File: src/rtl/modclk_pkg.sv
// Shared definitions for the modulation-clock frequency-select stage.
//   - select encodings for the six supported modulation frequencies
//   - period_cycles(): USER_CLOCK cycles per modulation period
//   - FSM state type and the period counter width
package modclk_pkg;

    localparam logic [2:0] SEL_100K = 3'd0;
    localparam logic [2:0] SEL_200K = 3'd1;
    localparam logic [2:0] SEL_500K = 3'd2;
    localparam logic [2:0] SEL_1M   = 3'd3;
    localparam logic [2:0] SEL_2M   = 3'd4;
    localparam logic [2:0] SEL_4M   = 3'd5;

    typedef enum logic [0:0] {
        StRun,
        StArmed
    } state_e;

    // Elaboration-time helper; at runtime the top selects among precomputed constants.
    function automatic int unsigned period_cycles(input int unsigned clk_hz,
                                                  input logic [2:0]  sel);
        int unsigned f_hz;
        case (sel)
            SEL_100K: f_hz = 100_000;
            SEL_200K: f_hz = 200_000;
            SEL_500K: f_hz = 500_000;
            SEL_1M:   f_hz = 1_000_000;
            SEL_2M:   f_hz = 2_000_000;
            default:  f_hz = 4_000_000;
        endcase
        return clk_hz / f_hz;
    endfunction

    // Wide enough for the longest (100 kHz) period at 200 MHz.
    localparam int unsigned CNT_W = $clog2(period_cycles(200_000_000, SEL_100K));

endpackage

File: src/rtl/modclk_freq_select_if.sv
// Pin-level bundle of the frequency-select stage.
//   FREQ_SEL       : asynchronous 3-bit select pins (driven by master)
//   FREQ_OUT       : 50 % duty modulation square wave
//   FREQ_TICK      : one-cycle pulse with each FREQ_OUT rising edge
//   FREQ_ACTIVE    : select currently applied
//   CHANGE_PENDING : accepted select waiting for the period boundary
//   SEL_INVALID    : last filtered select was 6 or 7
interface modclk_freq_select_if;

    logic [2:0] FREQ_SEL;
    logic       FREQ_OUT;
    logic       FREQ_TICK;
    logic [2:0] FREQ_ACTIVE;
    logic       CHANGE_PENDING;
    logic       SEL_INVALID;

    modport master (
        output FREQ_SEL,
        input  FREQ_OUT,
        input  FREQ_TICK,
        input  FREQ_ACTIVE,
        input  CHANGE_PENDING,
        input  SEL_INVALID
    );

    modport slave (
        input  FREQ_SEL,
        output FREQ_OUT,
        output FREQ_TICK,
        output FREQ_ACTIVE,
        output CHANGE_PENDING,
        output SEL_INVALID
    );

endinterface

File: src/rtl/sel_filter.sv
// Select-pin conditioner: 2-flop synchronizer followed by a stability counter.
//   clk_i, rst_ni : clock, asynchronous active-low reset
//   sel_i         : raw asynchronous select pins
//   filt_valid_o  : one-cycle strobe once the synchronized value has held long enough
//   filt_sel_o    : the filtered value (meaningful while filt_valid_o is high)
module sel_filter
    import modclk_pkg::*;
#(
    parameter int unsigned StableCycles = 1024,
    parameter logic [2:0]  DefaultSel   = SEL_4M
) (
    input  logic       clk_i,
    input  logic       rst_ni,
    input  logic [2:0] sel_i,
    output logic       filt_valid_o,
    output logic [2:0] filt_sel_o
);

    // One extra count value so the counter can park after reporting.
    localparam int unsigned StabW = $clog2(StableCycles + 1);

    logic [2:0]       sync1_q, sync2_q, prev_q;
    logic [StabW-1:0] stab_q, stab_d;
    logic             changed;

    assign changed = (sync2_q != prev_q);

    always_comb begin
        stab_d = stab_q;
        if (changed) begin
            stab_d = '0;
        end else if (stab_q != StabW'(StableCycles)) begin
            stab_d = stab_q + StabW'(1);
        end
    end

    always_ff @(posedge clk_i or negedge rst_ni) begin
        if (!rst_ni) begin
            sync1_q <= DefaultSel;
            sync2_q <= DefaultSel;
            prev_q  <= DefaultSel;
            stab_q  <= '0;
        end else begin
            sync1_q <= sel_i;
            sync2_q <= sync1_q;
            prev_q  <= sync2_q;
            stab_q  <= stab_d;
        end
    end

    // Fires exactly once per stable run: the counter parks past StableCycles-1.
    assign filt_valid_o = !changed && (stab_q == StabW'(StableCycles - 1));
    assign filt_sel_o   = sync2_q;

endmodule

File: src/rtl/modclk_freq_select.sv
// Runtime frequency-select stage feeding the non-overlap modulation clock generator.
// Filters the select pins and emits a 50 % duty square wave whose period is switched
// only at a period boundary, so no runt or stretched phase ever reaches the output.
//   USER_CLOCK : sole clock
//   RESET_N    : asynchronous active-low reset
//   freq_io    : select pins in; wave, tick and status out
module modclk_freq_select
    import modclk_pkg::*;
#(
    parameter int unsigned CLK_HZ        = 200_000_000,
    parameter int unsigned STABLE_CYCLES = 1024,
    parameter logic [2:0]  DEFAULT_SEL   = SEL_4M
) (
    input logic                 USER_CLOCK,
    input logic                 RESET_N,
    modclk_freq_select_if.slave freq_io
);

    localparam logic [CNT_W-1:0] PER_100K = CNT_W'(period_cycles(CLK_HZ, SEL_100K));
    localparam logic [CNT_W-1:0] PER_200K = CNT_W'(period_cycles(CLK_HZ, SEL_200K));
    localparam logic [CNT_W-1:0] PER_500K = CNT_W'(period_cycles(CLK_HZ, SEL_500K));
    localparam logic [CNT_W-1:0] PER_1M   = CNT_W'(period_cycles(CLK_HZ, SEL_1M));
    localparam logic [CNT_W-1:0] PER_2M   = CNT_W'(period_cycles(CLK_HZ, SEL_2M));
    localparam logic [CNT_W-1:0] PER_4M   = CNT_W'(period_cycles(CLK_HZ, SEL_4M));
    // Start on the last count so the first edge after reset opens a full period.
    localparam logic [CNT_W-1:0] CNT_RST  = CNT_W'(period_cycles(CLK_HZ, DEFAULT_SEL) - 1);

    function automatic logic [CNT_W-1:0] period_of(input logic [2:0] sel);
        logic [CNT_W-1:0] p;
        case (sel)
            SEL_100K: p = PER_100K;
            SEL_200K: p = PER_200K;
            SEL_500K: p = PER_500K;
            SEL_1M:   p = PER_1M;
            SEL_2M:   p = PER_2M;
            default:  p = PER_4M;
        endcase
        return p;
    endfunction

    logic             filt_valid;
    logic [2:0]       filt_sel;

    state_e           state_q, state_d;
    logic [2:0]       active_q, active_d;
    logic [2:0]       pend_q, pend_d;
    logic             invalid_q, invalid_d;
    logic             defer_q, defer_d;
    logic [2:0]       defer_sel_q, defer_sel_d;
    logic [CNT_W-1:0] cnt_q, cnt_d;
    logic             out_q, out_d;
    logic             tick_q, tick_d;

    logic             ev_valid;
    logic [2:0]       ev_sel;
    logic             boundary;

    sel_filter #(
        .StableCycles (STABLE_CYCLES),
        .DefaultSel   (DEFAULT_SEL)
    ) u_sel_filter (
        .clk_i        (USER_CLOCK),
        .rst_ni       (RESET_N),
        .sel_i        (freq_io.FREQ_SEL),
        .filt_valid_o (filt_valid),
        .filt_sel_o   (filt_sel)
    );

    // An event that collides with the boundary is replayed on the next cycle.
    assign ev_valid = filt_valid | defer_q;
    assign ev_sel   = defer_q ? defer_sel_q : filt_sel;
    assign boundary = (cnt_q == period_of(active_q) - CNT_W'(1));

    always_comb begin
        state_d     = state_q;
        active_d    = active_q;
        pend_d      = pend_q;
        invalid_d   = invalid_q;
        defer_d     = 1'b0;
        defer_sel_d = defer_sel_q;

        case (state_q)
            StRun: begin
                if (ev_valid) begin
                    if (ev_sel > SEL_4M) begin
                        invalid_d = 1'b1;
                    end else begin
                        invalid_d = 1'b0;
                        if (ev_sel != active_q) begin
                            pend_d  = ev_sel;
                            state_d = StArmed;
                        end
                    end
                end
            end
            StArmed: begin
                if (boundary) begin
                    active_d = pend_q;
                    state_d  = StRun;
                    if (ev_valid) begin
                        defer_d     = 1'b1;
                        defer_sel_d = ev_sel;
                    end
                end else if (ev_valid) begin
                    if (ev_sel > SEL_4M) begin
                        invalid_d = 1'b1;
                    end else begin
                        invalid_d = 1'b0;
                        if (ev_sel == active_q) begin
                            state_d = StRun;
                        end else begin
                            pend_d = ev_sel;
                        end
                    end
                end
            end
            default: state_d = StRun;
        endcase

        cnt_d  = boundary ? '0 : cnt_q + CNT_W'(1);
        // Phase decision uses the period that the next count belongs to.
        out_d  = (cnt_d < (period_of(active_d) >> 1));
        tick_d = (cnt_d == '0);
    end

    always_ff @(posedge USER_CLOCK or negedge RESET_N) begin
        if (!RESET_N) begin
            state_q     <= StRun;
            active_q    <= DEFAULT_SEL;
            pend_q      <= DEFAULT_SEL;
            invalid_q   <= 1'b0;
            defer_q     <= 1'b0;
            defer_sel_q <= '0;
            cnt_q       <= CNT_RST;
            out_q       <= 1'b0;
            tick_q      <= 1'b0;
        end else begin
            state_q     <= state_d;
            active_q    <= active_d;
            pend_q      <= pend_d;
            invalid_q   <= invalid_d;
            defer_q     <= defer_d;
            defer_sel_q <= defer_sel_d;
            cnt_q       <= cnt_d;
            out_q       <= out_d;
            tick_q      <= tick_d;
        end
    end

    assign freq_io.FREQ_OUT       = out_q;
    assign freq_io.FREQ_TICK      = tick_q;
    assign freq_io.FREQ_ACTIVE    = active_q;
    assign freq_io.CHANGE_PENDING = (state_q == StArmed);
    assign freq_io.SEL_INVALID    = invalid_q;

endmodule

File: src/flat_wrapper.sv
// flat-port wrapper written by rule: the top's interface ports become plain ports
module modclk_freq_select_flat import modclk_pkg::*;
#(
    parameter int unsigned CLK_HZ        = 200_000_000,
    parameter int unsigned STABLE_CYCLES = 1024,
    parameter logic [2:0]  DEFAULT_SEL   = SEL_4M
)
  (USER_CLOCK, RESET_N, freq_io_FREQ_SEL, freq_io_FREQ_OUT, freq_io_FREQ_TICK, freq_io_FREQ_ACTIVE, freq_io_CHANGE_PENDING, freq_io_SEL_INVALID);
  modclk_freq_select_if freq_io_i ();
  input logic USER_CLOCK;
  input logic RESET_N;
  input wire logic [$bits(freq_io_i.FREQ_SEL)-1:0] freq_io_FREQ_SEL;
  output wire logic [$bits(freq_io_i.FREQ_OUT)-1:0] freq_io_FREQ_OUT;
  output wire logic [$bits(freq_io_i.FREQ_TICK)-1:0] freq_io_FREQ_TICK;
  output wire logic [$bits(freq_io_i.FREQ_ACTIVE)-1:0] freq_io_FREQ_ACTIVE;
  output wire logic [$bits(freq_io_i.CHANGE_PENDING)-1:0] freq_io_CHANGE_PENDING;
  output wire logic [$bits(freq_io_i.SEL_INVALID)-1:0] freq_io_SEL_INVALID;
  assign freq_io_i.FREQ_SEL = freq_io_FREQ_SEL;
  assign freq_io_FREQ_OUT = freq_io_i.FREQ_OUT;
  assign freq_io_FREQ_TICK = freq_io_i.FREQ_TICK;
  assign freq_io_FREQ_ACTIVE = freq_io_i.FREQ_ACTIVE;
  assign freq_io_CHANGE_PENDING = freq_io_i.CHANGE_PENDING;
  assign freq_io_SEL_INVALID = freq_io_i.SEL_INVALID;
  modclk_freq_select #(.CLK_HZ(CLK_HZ), .STABLE_CYCLES(STABLE_CYCLES), .DEFAULT_SEL(DEFAULT_SEL)) u_core (.USER_CLOCK(USER_CLOCK), .RESET_N(RESET_N), .freq_io(freq_io_i));
endmodule
File: config.mk
export PLATFORM = sky130hd
export DESIGN_NAME = modclk_freq_select_flat
export DESIGN_NICKNAME = d
export VERILOG_FILES = /design/src/rtl/modclk_pkg.sv /design/src/rtl/modclk_freq_select_if.sv /design/src/rtl/sel_filter.sv /design/src/rtl/modclk_freq_select.sv /design/src/flat_wrapper.sv
export SDC_FILE = /design/constraint.sdc
export NUM_CORES = 1
export LEC_CHECK = 0
export ABC_AREA = 1
export ABC_CLOCK_PERIOD_IN_PS = 7700
export CORE_MARGIN = 2
export CORE_UTILIZATION = 45
export DETAILED_ROUTE_END_ITERATION = 6
export PLACE_DENSITY_LB_ADDON = 0.2
export SLEW_MARGIN = 30
export SYNTH_ARGS = -nofsm -noshare
export SYNTH_HDL_FRONTEND = slang
export SYNTH_HIERARCHICAL = 1
export SYNTH_SLANG_ARGS = --single-unit
File: constraint.sdc
create_clock -name USER_CLOCK -period 7.7 [get_ports USER_CLOCK]
set_input_delay 0.77 -clock USER_CLOCK [delete_from_list [all_inputs] [get_ports USER_CLOCK]]
set_output_delay 0.77 -clock USER_CLOCK [all_outputs]
set_load 0.02 [all_outputs]
# ---- Word-level counts from Yosys, hierarchy flattened
# Index checks and enable logic that the tools add are counted.
dict set report totals {
  reg_bits 45
  out_inout_bits 7
}
dict set report op_classes {
  add_sub_neg 3
  order_cmp 2
  eq_ne 21
  mux 31
  bitwise_logic 2
  reduce_logical 8
}
# operator count
set ops {}
lappend ops {{one-hot mux 11 bit (5 select lines)} 2}
lappend ops {{two-way mux 11 bit} 3}
lappend ops {{two-way mux 3 bit} 10}
lappend ops {{adder 11 x 1 -> 11 bit, second input constant} 2}
lappend ops {{two-way mux 1 bit} 13}
lappend ops {{equality test 3 x 2 -> 1 bit, second input constant} 4}
lappend ops {{equality test 11 x 10 -> 1 bit, second input constant} 1}
lappend ops {{equality test 11 bit} 1}
lappend ops {{logical NOT 11 bit} 1}
lappend ops {{< comparator 11 x 10 -> 1 bit} 1}
lappend ops {{!= test 11 bit, second input constant} 1}
lappend ops {{subtractor 11 x 1 -> 11 bit, second input constant} 1}
lappend ops {{!= test 2 bit, second input constant} 5}
lappend ops {{AND reduction 7 bit} 1}
lappend ops {{equality test 3 x 1 -> 1 bit, second input constant} 2}
lappend ops {{equality test 3 bit, second input constant} 2}
lappend ops {{logical NOT 3 bit} 2}
lappend ops {{!= test 3 bit} 2}
lappend ops {{one-hot mux 3 bit (2 select lines)} 1}
lappend ops {{!= test 2 x 1 -> 1 bit, second input constant} 2}
lappend ops {{one-hot mux 1 bit (2 select lines)} 2}
lappend ops {{equality test 3 bit} 1}
lappend ops {{> comparator 3 bit, second input constant} 1}
lappend ops {{AND reduction 3 bit} 1}
lappend ops {{5 further kinds} 5}

# ---- Depth between registers and ports, before layout
dict set report depth {
  word_depth 9
  depth_mapped 21
  mapped_depth_nobuf 21
}

# ---- Modules after synthesis
# The synthesis kept the hierarchy.
# mod instances cells_per_inst area_per_inst_um2 seq_area_each_um2
set modules_own_cells {}
lappend modules_own_cells {modclk_freq_select 1 230 1681.6 634.4}
lappend modules_own_cells {sel_filter 1 122 987.2 508.0}

# ---- Worst setup path after synthesis
# Ideal clock, no wire load.
dict set report synth_path {
  path_type {register to register}
  from {register u_core.active_q[2], in the netlist u_core/freq_io.FREQ_ACTIVE[2]}
  to {register u_core.out_q, in the netlist u_core/freq_io.FREQ_OUT}
  setup_time_ps 73
  arrival_ps 2547
  required_time_ps 7627
  path_slack_ps 5080
  path_stages_with_launch 21
  n_path_buf 1
  path_cell_list {dfstp_2 inv_2 buf_6 nand2_1 nand3_1 nor2_1 nand3_2 nor2_4 nand3_4 nand2_1 nand2_1 inv_1 nand2_1 nand2_1 inv_1 ha_1 nand2_1 nor2_1 a211oi_1 o211ai_1 a21oi_2}
}
dict set report synth_via {
  elab_chain_cells 9
  elab_cells_between_ends 18
  classes_between {1 x add/sub; 1 x order compare; 9 x eq/ne; 5 x mux; 2 x reduce/logical}
}
# element line_no
set synth_lines {}
lappend synth_lines {{start, declared} modclk_freq_select.sv:45} ;# logic [2:0] active_q, active_d;
lappend synth_lines {{start signal, assigned} modclk_freq_select.sv:139} ;# active_q <= active_d;
lappend synth_lines {{equality test 3 bit, or another cell as far along} modclk_freq_select.sv:30} ;# case (sel)
lappend synth_lines {{one-hot mux 11 bit (5 select lines) *} modclk_freq_select.sv:30}
lappend synth_lines {{subtractor 11 x 1 -> 11 bit *} modclk_freq_select.sv:72} ;# assign boundary = (cnt_q == period_of(active_q) - CNT_W'(1));
lappend synth_lines {{equality test 11 bit *} modclk_freq_select.sv:72}
lappend synth_lines {{two-way mux 3 bit *} modclk_freq_select.sv:97} ;# if (boundary) begin
lappend synth_lines {{two-way mux 3 bit *} modclk_freq_select.sv:82} ;# case (state_q)
lappend synth_lines {{net u_core.active_d[0]} modclk_freq_select.sv:45}
lappend synth_lines {{equality test 3 bit, or another cell as far along} modclk_freq_select.sv:30}
lappend synth_lines {{one-hot mux 11 bit (5 select lines) *} modclk_freq_select.sv:30}
lappend synth_lines {{< comparator 11 x 10 -> 1 bit *} modclk_freq_select.sv:122} ;# out_d = (cnt_d < (period_of(active_d) >> 1));
lappend synth_lines {{net u_core.out_d} modclk_freq_select.sv:51} ;# logic out_q, out_d;
lappend synth_lines {{end signal, assigned} modclk_freq_select.sv:145} ;# out_q <= out_d;
lappend synth_lines {{end, declared} modclk_freq_select.sv:51}
# The timed path passes the listed nets; every way through them passes the cells marked *.
# A chain may end at the register's enable or synchronous reset.

# ---- Final worst setup path
# Same ends and word-level chain as after synthesis.

==> flow_metrics.tcl <==
set metrics [dict create \
    synthArstFlopShare_pct 100 \
    gp_congestion 0.904 \
    netlist_top_cells_area "dfrtp_1, nand2_1, dfstp_2" \
    holdWs_ns 0.354 \
    num_io_pins 12 \
    fin_ws_ns 4.87 \
    die-area_mm2 0.00656 \
    crit_path_start "u_core/freq_io.FREQ_ACTIVE[2]" \
    postCtsHoldBufs 0 \
    rr_endpoint "u_core/freq_io.FREQ_OUT" \
    viasPerCell 4.90 \
    synth_nets 369 \
    muxShareOfSynthArea_pct 0.422 \
    hold_violations 0 \
    crit_type "flop to flop" \
    yosys_warnings 6 \
    required_ns 7.93 \
    multi_input_area_mm2 0.00131 \
    synth_top_area_share_pct 30.0 \
    grt_antenna_before_repair 0 \
    antenna_left 0 \
    register_area_mm2 0.00114 \
    synth_compound_area_share_pct 6.70 \
    status "completed" \
    setup.worst_path.start_class "flop" \
    coreArea_mm2 0.00582 \
    yosysTopAreaCell "dfrtp_1" \
    endpoint "u_core/freq_io.FREQ_OUT" \
    syn_inst 352 \
    grt_pass1_wl_um 9410 \
    combPwrFrac_pct 3.3 \
    critPathArrivalTime_ns 3.06 \
    grt-ovfl-total 0 \
    path_clk_slew_ns 0.09 \
    slew_headroom_pct 61.7 \
    pre_cts_ws_ns 4.93 \
    synth_fa_ha_area_share_pct 5.63 \
    die_w_um 81.0 \
    synth-simple-area-share_pct 34.1 \
    grt.total_usage_pct 18.4 \
    rr_worst_depth 19 \
    p_total_mw 0.443 \
    io_buffers 11 \
    synth_area_mm2 0.00267 \
    vias 2181 \
    stdcell_count 445 \
    synth_top_family_by_area "simple AND/OR/NAND/NOR gates" \
    nets 386 \
    tritoncts "built" \
    ys_types 28 \
    tns_ns 0 \
    rows 28 \
    ys_ff_latch 45 \
    dp_cells 437 \
    min_path_type "flop to flop" \
    cts_root_buf "clkbuf_8" \
    reg2reg_from "u_core/freq_io.FREQ_ACTIVE[2]" \
    p_seq_share_pct 54.8 \
    period_share_pct 36.8 \
    grt_max_degree 46 \
    routed_wl_um 5410 \
    finish.utilization_pct 51.2 \
    fillers 587 \
    worst-path-max-fanout 12 \
    yosysSeqAreaShare_pct 42.8 \
    synth_edf_count 0 \
    synth.avg_cell_area_um2 7.58 \
    ir_worst_vdd_mv 0.0931 \
    drc 0 \
    rsz0062_at_grt "no" \
    cts-resized-gates 0 \
    fin_area_mm2 0.00298 \
    cts_buffers 5 \
    p_int_mw 0.344 \
    place_area_mm2 0.00286 \
    cts.path.max_buffers 2 \
    power_switching_mw 0.0991 \
    p_sw_share_pct 22.4 \
    antenna_cells 0 \
    r2r_slack_ns 4.87 \
    start_util_pct 45.9 \
    drtIter0Drc 156 \
    drv_slew 0 \
    skew_ns 0.00803 \
    drt-pass1-iter-count 4 \
    cts_setup_buffers 0 \
    grt_pass1_vias 2057 \
    insertion_delay_ns 0.30 \
    crit_path_end_kind "flop" \
    leakagePower_nw 1.50 \
    power_density_mw_per_mm2 149 \
    drv_cap 0 \
    syn_to_final_growth_pct 11.5 \
    synth-xor-area-share_pct 2.30 \
    layout-drive-gt1-share_pct 13.2 \
    clkPwrFrac_pct 41.9 \
    htreeDepth 2 \
    setup_violations 0 \
    hpwl_um 4090 \
    worst_pin_slew_ns 0.569 \
    synthFlopType "dfrtp_1" \
    die_h_um 81.0 \
    fmax_ghz 0.353 \
    wire_per_inst_um 12.2 \
    fin_crit_ns 2.83 \
    clkSinkCount 45 \
]
-- sequential cells by signal, summed over array words and instances, names as in the netlist --
register	flops
u_core/pend_q	3
u_core/u_sel_filter/filt_sel_o	3
u_core/defer_sel_q	3
u_core/freq_io.CHANGE_PENDING	1
u_core/freq_io.SEL_INVALID	1
u_core/freq_io.FREQ_OUT	1
u_core/u_sel_filter/stab_q	11
u_core/cnt_q	11
u_core/freq_io.FREQ_TICK	1
u_core/defer_q	1
u_core/u_sel_filter/sync1_q	3
u_core/freq_io.FREQ_ACTIVE	3
u_core/u_sel_filter/prev_q	3
-- power by group through the flow --
| stage | logic [mW] | clock network [mW] | registers, mW |
|---|---|---|---|
| detailed placement | 0.0153 | 0 | 0.247 |
| finish | 0.0147 | 0.186 | 0.243 |
| global placement | 0.0150 | 0 | 0.247 |
| CTS | 0.0154 | 0.193 | 0.243 |
| floorplan | 0.00711 | 0 | 0.247 |
| global route | 0.0174 | 0.200 | 0.243 |
-- Yosys cell counts, drive strengths merged (4+ instances only) --
cell	n
ha	12
nor3	4
inv	53
nand2	101
a21oi	13
nand3	29
xor2	5
nand4	8
o21ai	16
nor2	56
dfrtp	32
dfstp	13
-- layout by cell type (no fill, tap or decap), types with 2 or more instances in the layout --
cell type and count:
nor2_1 47, clkdlybuf4s50_1 10, dfrtp_1 32, inv_1 49, inv_2 4, o211ai_1 2
ha_1 12, nand4_1 8, nand3_1 25, o21ai_0 16, nor2_2 4, xnor2_1 2
a21oi_1 12, xor2_1 5, inv_6 2, nor3_1 3, clkbuf_8 5, nand2_1 94
nand3_2 3, nand2_2 7, dfstp_2 13, nor2_4 5
-- final cells by class --
class,count,area share [%]
Clock buffer,5,2.31
Tap cell,75,3.15
Clock inverter,3,1.60
Sequential cell,45,38.4
Timing Repair Buffer,11,3.62
Multi-Input combinational cell,252,44.1
Inverter,54,6.85
-- routing by layer --
metal	track usage [%]	vias to the layer above	part of all wire, %
met3	3.22	4	3.5
met1	25.8	993	50
met2	29.4	41	45
met5	0	-	0
met4	4.92	0	0.81
li1	-	1143	-
-- critical path: stages (launching register included) --
cell and delay [ns]:
dfstp_2 0.60, inv_2 0.13, nor2_2 0.15, nand2_1 0.06
nand2_1 0.06, nand2_1 0.10, nor2_4 0.20, nand3_4 0.14
nand2_1 0.08, nand2_1 0.09, inv_1 0.12, nand2_1 0.11
nand2_1 0.09, inv_1 0.04, ha_1 0.28, nand2_1 0.08
nor2_1 0.04, a211oi_1 0.17, o211ai_1 0.12, a21oi_2 0.11
-- cell families (layout without fill, tap and decap cells) --
kind of cell | after synthesis | in the layout
xor+xnor | 7 | 7
flops | 45 | 45
buf+inv | 55 | 73
compound gates | 33 | 33
simple gates | 199 | 199
mux | 1 | 1
fa+ha+maj | 12 | 12
-- worst min path at each step --
stage                                   endpoint  slack, ns  cells after the start                           start
5_1_grt        u_core/u_sel_filter/filt_sel_o[1]       0.37                      0  u_core/u_sel_filter/sync1_q[1]
4_1_cts        u_core/u_sel_filter/filt_sel_o[1]       0.36                      0  u_core/u_sel_filter/sync1_q[1]
2_1_floorplan  u_core/u_sel_filter/filt_sel_o[1]       0.33                      0  u_core/u_sel_filter/sync1_q[1]
3_5_place_dp   u_core/u_sel_filter/filt_sel_o[1]       0.34                      0  u_core/u_sel_filter/sync1_q[1]
6_report       u_core/u_sel_filter/filt_sel_o[1]       0.35                      0  u_core/u_sel_filter/sync1_q[1]
3_3_place_gp   u_core/u_sel_filter/filt_sel_o[1]       0.33                      0  u_core/u_sel_filter/sync1_q[1]
(Power assumes the default switching activity.)
